File: src/rtl/movimenta_tiros_pkg.sv
// Shared definitions for the shot-movement block: record layout, direction
// encoding, controller state codes and playfield size.
package movimenta_tiros_pkg;

    // Shot record layout: [11] valid, [10:8] dir, [7:4] x, [3:0] y
    localparam int REC_W     = 12;
    localparam int BIT_VALID = 11;
    localparam int DIR_MSB   = 10;
    localparam int DIR_LSB   = 8;
    localparam int X_MSB     = 7;
    localparam int X_LSB     = 4;
    localparam int Y_MSB     = 3;
    localparam int Y_LSB     = 0;

    // Square playfield, 16 cells per axis; y grows downward
    localparam int         FIELD_SIZE = 16;
    localparam logic [3:0] COORD_MAX  = 4'(FIELD_SIZE - 1);
    localparam logic [3:0] COORD_MIN  = 4'd0;

    // Direction encoding, clockwise starting at north
    typedef enum logic [2:0] {
        DIR_N  = 3'd0,
        DIR_NE = 3'd1,
        DIR_E  = 3'd2,
        DIR_SE = 3'd3,
        DIR_S  = 3'd4,
        DIR_SW = 3'd5,
        DIR_W  = 3'd6,
        DIR_NW = 3'd7
    } dir_t;

    // Controller states; the code is also what the debug port shows
    typedef enum logic [3:0] {
        ST_INICIO  = 4'd0,
        ST_ESPERA  = 4'd1,
        ST_LE      = 4'd2,
        ST_AGUARDA = 4'd3,
        ST_CALCULA = 4'd4,
        ST_ESCREVE = 4'd5,
        ST_PROXIMO = 4'd6,
        ST_FIM     = 4'd7
    } estado_t;

    // Debug code reported for any state register value outside the table
    localparam logic [3:0] DB_ILEGAL = 4'hF;

    // Step codes for one axis: 2'b01 = +1, 2'b11 = -1, 2'b00 = stay
    localparam logic [1:0] PASSO_MAIS  = 2'b01;
    localparam logic [1:0] PASSO_MENOS = 2'b11;
    localparam logic [1:0] PASSO_ZERO  = 2'b00;

    // Horizontal step implied by a direction
    function automatic logic [1:0] delta_x(input dir_t d);
        logic [1:0] r;
        case (d)
            DIR_NE, DIR_E, DIR_SE: r = PASSO_MAIS;
            DIR_SW, DIR_W, DIR_NW: r = PASSO_MENOS;
            default:               r = PASSO_ZERO;
        endcase
        return r;
    endfunction

    // Vertical step implied by a direction (north decreases y)
    function automatic logic [1:0] delta_y(input dir_t d);
        logic [1:0] r;
        case (d)
            DIR_N, DIR_NE, DIR_NW: r = PASSO_MENOS;
            DIR_SE, DIR_S, DIR_SW: r = PASSO_MAIS;
            default:               r = PASSO_ZERO;
        endcase
        return r;
    endfunction

    // Sign-extend a step code so it can be added with 4-bit wraparound
    function automatic logic [3:0] passo_4b(input logic [1:0] p);
        return {p[1], p[1], p};
    endfunction

    // True when applying step p to coordinate c would leave the field
    function automatic logic sai_do_campo(input logic [3:0] c, input logic [1:0] p);
        logic r;
        if (p == PASSO_MAIS) begin
            r = (c == COORD_MAX);
        end else if (p == PASSO_MENOS) begin
            r = (c == COORD_MIN);
        end else begin
            r = 1'b0;
        end
        return r;
    endfunction

endpackage

File: src/rtl/movimenta_tiros_calcula_posicao_tiro.sv
// Combinational next-position unit: advances one shot record a single cell
// along its direction, or invalidates it in place if it would leave the field.
module calcula_posicao_tiro
    import movimenta_tiros_pkg::*;
(
    input  logic [REC_W-1:0] i_tiro,
    output logic [REC_W-1:0] o_tiro
);

    logic       w_valido;
    dir_t       w_dir;
    logic [3:0] w_x;
    logic [3:0] w_y;
    logic [1:0] w_dx;
    logic [1:0] w_dy;
    logic [3:0] w_nx;
    logic [3:0] w_ny;
    logic       w_fora;

    // Unpack the record and work out the candidate position and bounds
    always_comb begin
        w_valido = i_tiro[BIT_VALID];
        w_dir    = dir_t'(i_tiro[DIR_MSB:DIR_LSB]);
        w_x      = i_tiro[X_MSB:X_LSB];
        w_y      = i_tiro[Y_MSB:Y_LSB];
        w_dx     = delta_x(w_dir);
        w_dy     = delta_y(w_dir);
        w_nx     = w_x + passo_4b(w_dx);
        w_ny     = w_y + passo_4b(w_dy);
        w_fora   = sai_do_campo(w_x, w_dx) | sai_do_campo(w_y, w_dy);
    end

    // Build the updated record; an escaping shot keeps position and dir
    always_comb begin
        o_tiro = i_tiro;
        if (!w_valido) begin
            o_tiro = i_tiro;
        end else if (w_fora) begin
            o_tiro[BIT_VALID] = 1'b0;
        end else begin
            o_tiro[X_MSB:X_LSB] = w_nx;
            o_tiro[Y_MSB:Y_LSB] = w_ny;
        end
    end

endmodule

File: src/rtl/movimenta_tiros.sv
// Shot-movement controller: on a start pulse walks every slot of the shot
// table, reads each record, advances valid shots one cell and writes them
// back, then reports the surviving shot count with a one-cycle done pulse.
module movimenta_tiros
    import movimenta_tiros_pkg::*;
#(
    parameter int N_TIROS = 16
)
(
    input  logic             clock,
    input  logic             reset,
    input  logic             movimenta_tiro,
    output logic             fim_move_tiros,
    output logic [3:0]       mem_addr,
    output logic             mem_rd,
    input  logic [REC_W-1:0] mem_rdata,
    output logic             mem_wr,
    output logic [REC_W-1:0] mem_wdata,
    output logic [4:0]       tiros_ativos,
    output logic [3:0]       db_estado
);

    localparam logic [3:0] ULTIMO = 4'(N_TIROS - 1);

    estado_t          r_estado;
    estado_t          w_prox;
    logic [3:0]       r_indice;
    logic [4:0]       r_ativos;
    logic [REC_W-1:0] r_registro;
    logic [REC_W-1:0] w_atualizado;

    calcula_posicao_tiro u_calcula (
        .i_tiro (r_registro),
        .o_tiro (w_atualizado)
    );

    // The table address always follows the current slot index
    assign mem_addr = r_indice;

    // Next-state selection; unknown codes recover through inicio
    always_comb begin
        w_prox = ST_INICIO;
        case (r_estado)
            ST_INICIO:  w_prox = ST_ESPERA;
            ST_ESPERA: begin
                if (movimenta_tiro) begin
                    w_prox = ST_LE;
                end else begin
                    w_prox = ST_ESPERA;
                end
            end
            ST_LE:      w_prox = ST_AGUARDA;
            ST_AGUARDA: w_prox = ST_CALCULA;
            ST_CALCULA: begin
                if (r_registro[BIT_VALID]) begin
                    w_prox = ST_ESCREVE;
                end else begin
                    w_prox = ST_PROXIMO;
                end
            end
            ST_ESCREVE: w_prox = ST_PROXIMO;
            ST_PROXIMO: begin
                if (r_indice == ULTIMO) begin
                    w_prox = ST_FIM;
                end else begin
                    w_prox = ST_LE;
                end
            end
            ST_FIM:     w_prox = ST_ESPERA;
            default:    w_prox = ST_INICIO;
        endcase
    end

    // Debug view of the state register, flagging corrupted codes
    always_comb begin
        db_estado = DB_ILEGAL;
        case (r_estado)
            ST_INICIO:  db_estado = 4'd0;
            ST_ESPERA:  db_estado = 4'd1;
            ST_LE:      db_estado = 4'd2;
            ST_AGUARDA: db_estado = 4'd3;
            ST_CALCULA: db_estado = 4'd4;
            ST_ESCREVE: db_estado = 4'd5;
            ST_PROXIMO: db_estado = 4'd6;
            ST_FIM:     db_estado = 4'd7;
            default:    db_estado = DB_ILEGAL;
        endcase
    end

    // State, datapath and Moore outputs; outputs are registered from the
    // next state so they line up exactly with the state they belong to
    always_ff @(posedge clock or posedge reset) begin
        if (reset) begin
            r_estado       <= ST_INICIO;
            r_indice       <= 4'd0;
            r_ativos       <= 5'd0;
            r_registro     <= {REC_W{1'b0}};
            tiros_ativos   <= 5'd0;
            mem_rd         <= 1'b0;
            mem_wr         <= 1'b0;
            mem_wdata      <= {REC_W{1'b0}};
            fim_move_tiros <= 1'b0;
        end else begin
            r_estado       <= w_prox;
            mem_rd         <= (w_prox == ST_LE);
            mem_wr         <= (w_prox == ST_ESCREVE);
            fim_move_tiros <= (w_prox == ST_FIM);

            // Write data is only ever non-zero while the write strobe is up
            if (w_prox == ST_ESCREVE) begin
                mem_wdata <= w_atualizado;
            end else begin
                mem_wdata <= {REC_W{1'b0}};
            end

            case (r_estado)
                ST_ESPERA: begin
                    if (movimenta_tiro) begin
                        r_indice <= 4'd0;
                        r_ativos <= 5'd0;
                    end
                end
                ST_AGUARDA: r_registro <= mem_rdata;
                ST_CALCULA: begin
                    if (w_atualizado[BIT_VALID]) begin
                        r_ativos <= r_ativos + 5'd1;
                    end
                end
                ST_PROXIMO: begin
                    if (r_indice != ULTIMO) begin
                        r_indice <= r_indice + 4'd1;
                    end
                end
                default: ;
            endcase

            // Publish the count only when a pass actually completes
            if ((w_prox == ST_FIM) && (r_estado != ST_FIM)) begin
                tiros_ativos <= r_ativos;
            end
        end
    end

endmodule

File: config.mk
export PLATFORM = sky130hd
export DESIGN_NAME = movimenta_tiros
export DESIGN_NICKNAME = d
export VERILOG_FILES = /design/src/rtl/movimenta_tiros_pkg.sv /design/src/rtl/movimenta_tiros_calcula_posicao_tiro.sv /design/src/rtl/movimenta_tiros.sv
export SDC_FILE = /design/constraint.sdc
export NUM_CORES = 1
export LEC_CHECK = 0
export CAP_MARGIN = 10
export CORE_ASPECT_RATIO = 1.1
export CORE_MARGIN = 10
export CORE_UTILIZATION = 51
export CTS_CLUSTER_DIAMETER = 100
export CTS_CLUSTER_SIZE = 28
export DETAILED_ROUTE_END_ITERATION = 10
export PLACE_DENSITY_LB_ADDON = 0.2
export REMOVE_ABC_BUFFERS = 1
export SYNTH_ARGS = -nofsm -noshare
export SYNTH_HDL_FRONTEND = slang
export SYNTH_SLANG_ARGS = --single-unit
export TNS_END_PERCENT = 50
File: constraint.sdc
create_clock -name clock -period 2.65 [get_ports clock]
set_input_delay 0.3975 -clock clock [delete_from_list [all_inputs] [get_ports clock]]
set_output_delay 0.3975 -clock clock [all_outputs]
set_load 0.01 [all_outputs]
==> flow_summary.yaml <==
cts:
  h-tree-depth: 2
  clock-sinks: 44
  cts_tree: "done"
  clkTransAtPathRegs_ns: 0.09
  cts_hold_buf: 0
  cts-root-to-sink-buffers: 2
  cts_setup_buffers: 0
  cts_buffers: 5
  clock_latency_ns: 0.30
  clock-root-buffer: "clkbuf_8"
  cts_resized: 0
layout:
  antenna_cells: 0
  area_delta_synth_final_pct: 25.4
  fin_nets: 263
  n_fill_cell: 335
  instances_no_fill: 291
  drive_gt1_share_pct: 16.3
synth:
  synthFlopType: "dfrtp_1"
  avgSynthCellArea_sq_um: 11.1
  synth.distinct_cells: 44
  synth_area_leaders: "dfrtp_1 50%, mux2_2 6.2%, nand2_1 5.0%"
  synthCells: 197
  yosysMostFrequentCell: "dfrtp_1"
  synth-seq-cells: 44
  yosysSeqAreaShare_pct: 50.2
  netlist_area_sq_um: 2190
  synth_edf_count: 0
  synth.top_cells.by_count: "44 x dfrtp_1, 29 x nand2_1, 12 x mux2_2, 9 x nand3_1, 9 x nor2_1"
  yosysTopAreaCell: "dfrtp_1"
  ys_warn_count: 0
  yosys.area.top_type_share_pct: 50.2
  async_flop_share_pct: 100
timing:
  fmax_mhz: 483
  hold_viol: 0
  slew_headroom_pct: 49.7
  worst_pin_slew_ns: 0.750
  setup-violations-final: 0
  tns_ns: 0
  hold_ws_ns: 0.440
  post-route-min-period_ns: 2.07
  layout_setup_ws_ns: 0.578
  finClkSkew_ns: 0.00648
  fin_crit_sh_pct: 78.2
  slew_viol_final: 0
  rsz0062_at_grt: "no"
flow_run:
  max_cap_viol_count: 0
worst_setup_path:
  worst_ep_arrival_time_ns: 2.27
  crit_path_end_kind: "flop"
  crit_type: "flop to flop"
  path_max_fanout: 10
  reg2reg_depth: 8
  startpoint_type: "flop"
  required_ns: 2.85
run_status:
  status: "complete, no violations"
place:
  dp_slack_ns: 0.610
  portBuffers: 41
  dp_hpwl_microns: 3240
  place_congestion: 0.849
  place_inst: 283
die:
  die_y_microns: 88.8
  die_w_microns: 82.5
  initial_core_util_pct: 54.1
  dieArea_sq_um: 7330
  num_rows: 24
  pin_count: 43
  core_area_sq_um: 4050
drt:
  via_per_inst: 5.32
  first_iter_violations: 82
  vias: 1547
  wl_per_cell_microns: 15.1
  wirelength_microns: 4400
  antenna_left: 0
  dr.pass1.iters: 4
  drc_errors: 0
grt:
  antenna_found_initial: 0
  grt.total_usage_pct: 12.6
  grt_pass1_vias: 1593
  overflow: 0
  grt_pass1_wl_microns: 7250
  grt_max_degree: 27
pwr:
  pwr_density_cell_nw_per_um2: 1100
  ir_drop_v: 0.000659
  leakagePower_uw: 0.00125
min_path:
  hp-class: "input pin to asynchronous set/reset pin"
## logic make-up (layout without fill, tap and decap cells)
kind of cell               Yosys count  in the layout  synth area share, %
adders and majority gates           10             10                 6.39
muxes                               20             20                 9.81
xor gates and xnor gates             5              5                 2.00
AOI/OAI and AO/OA                   25             25                 9.24
buffers and inverters               15             57                 3.77
and+or+nand+nor                     77             77                 18.4
DFF                                 44             44                 50.2
other                                1              1                0.171
## state kept, by name, indices dropped and copies added (netlist names), 3 cells and up
register      cells
r_registro       12
r_ativos          5
tiros_ativos      5
r_estado          3
mem_wdata        12
mem_addr          4
## critical path: stages, from the launching register on
cell and delay, ns:
dfrtp_1 0.49, or2_2 0.35, nand2_1 0.18, ha_1 0.27, a21o_1 0.15, a21oi_1 0.17, xnor2_1 0.17, a21o_1 0.16
nand2_1 0.05
## per-stage QoR
step / utilization, % / total power [uW] / instance area (sq um)
global route: 67.9 / 3250 / 2750
global placement: 65.0 / 2450 / 2640
finish: 67.9 / 3020 / 2750
floorplan: - / 2070 / 2130
CTS: 67.9 / 3040 / 2750
detailed placement: 65.0 / 2500 / 2640
## report_power, final
group	total [uW]	switching [uW]	internal (uW)
Sequential	1140	275	863
Combinational	1360	641	718
Clock	522	238	284
Total	3020	1150	1860
## cell type report
class	count	area [sq um]	area share [%]
clock buffer	5	68.8	2.50
clock inverter	3	46.3	1.68
inverter	6	22.5	0.819
multi-input combinational	138	1010	36.7
sequential	44	1100	40.0
tap	52	65.1	2.36
timing repair buffer	43	438	15.9
## final timing paths
kind / start / end / slack (ns)
worst max-delay path: r_registro[9] / mem_wdata[3] / 0.58
worst min-delay path: reset / r_registro[11] / 0.44
worst max register to register: r_registro[9] / mem_wdata[3] / 0.58
worst min register to register: tiros_ativos[0] / tiros_ativos[0] / 0.48
max in group asynchronous: reset / mem_rd / 1.69
min in group clock: tiros_ativos[0] / tiros_ativos[0] / 0.48
## cells in the final DEF, fill, tap and decap left out, types with 5 or more instances in the layout
master,count
nand3_1,9
a21oi_1,5
ha_1,8
clkbuf_8,5
mux2i_1,8
nor2_1,9
dfrtp_1,44
nand2_1,29
clkdlybuf4s50_1,41
mux2_2,12
## per-layer routing
| layer | up-vias | wire length (microns) | track usage, % |
|---|---|---|---|
| met1 | 741 | 1870 | 14.4 |
| met4 | 0 | 65 | 3.96 |
| met5 | - | 0 | 0 |
| met3 | 7 | 288 | 4.36 |
| li1 | 760 | - | - |
| met2 | 39 | 2180 | 21.5 |
(Power assumes the default switching activity.)
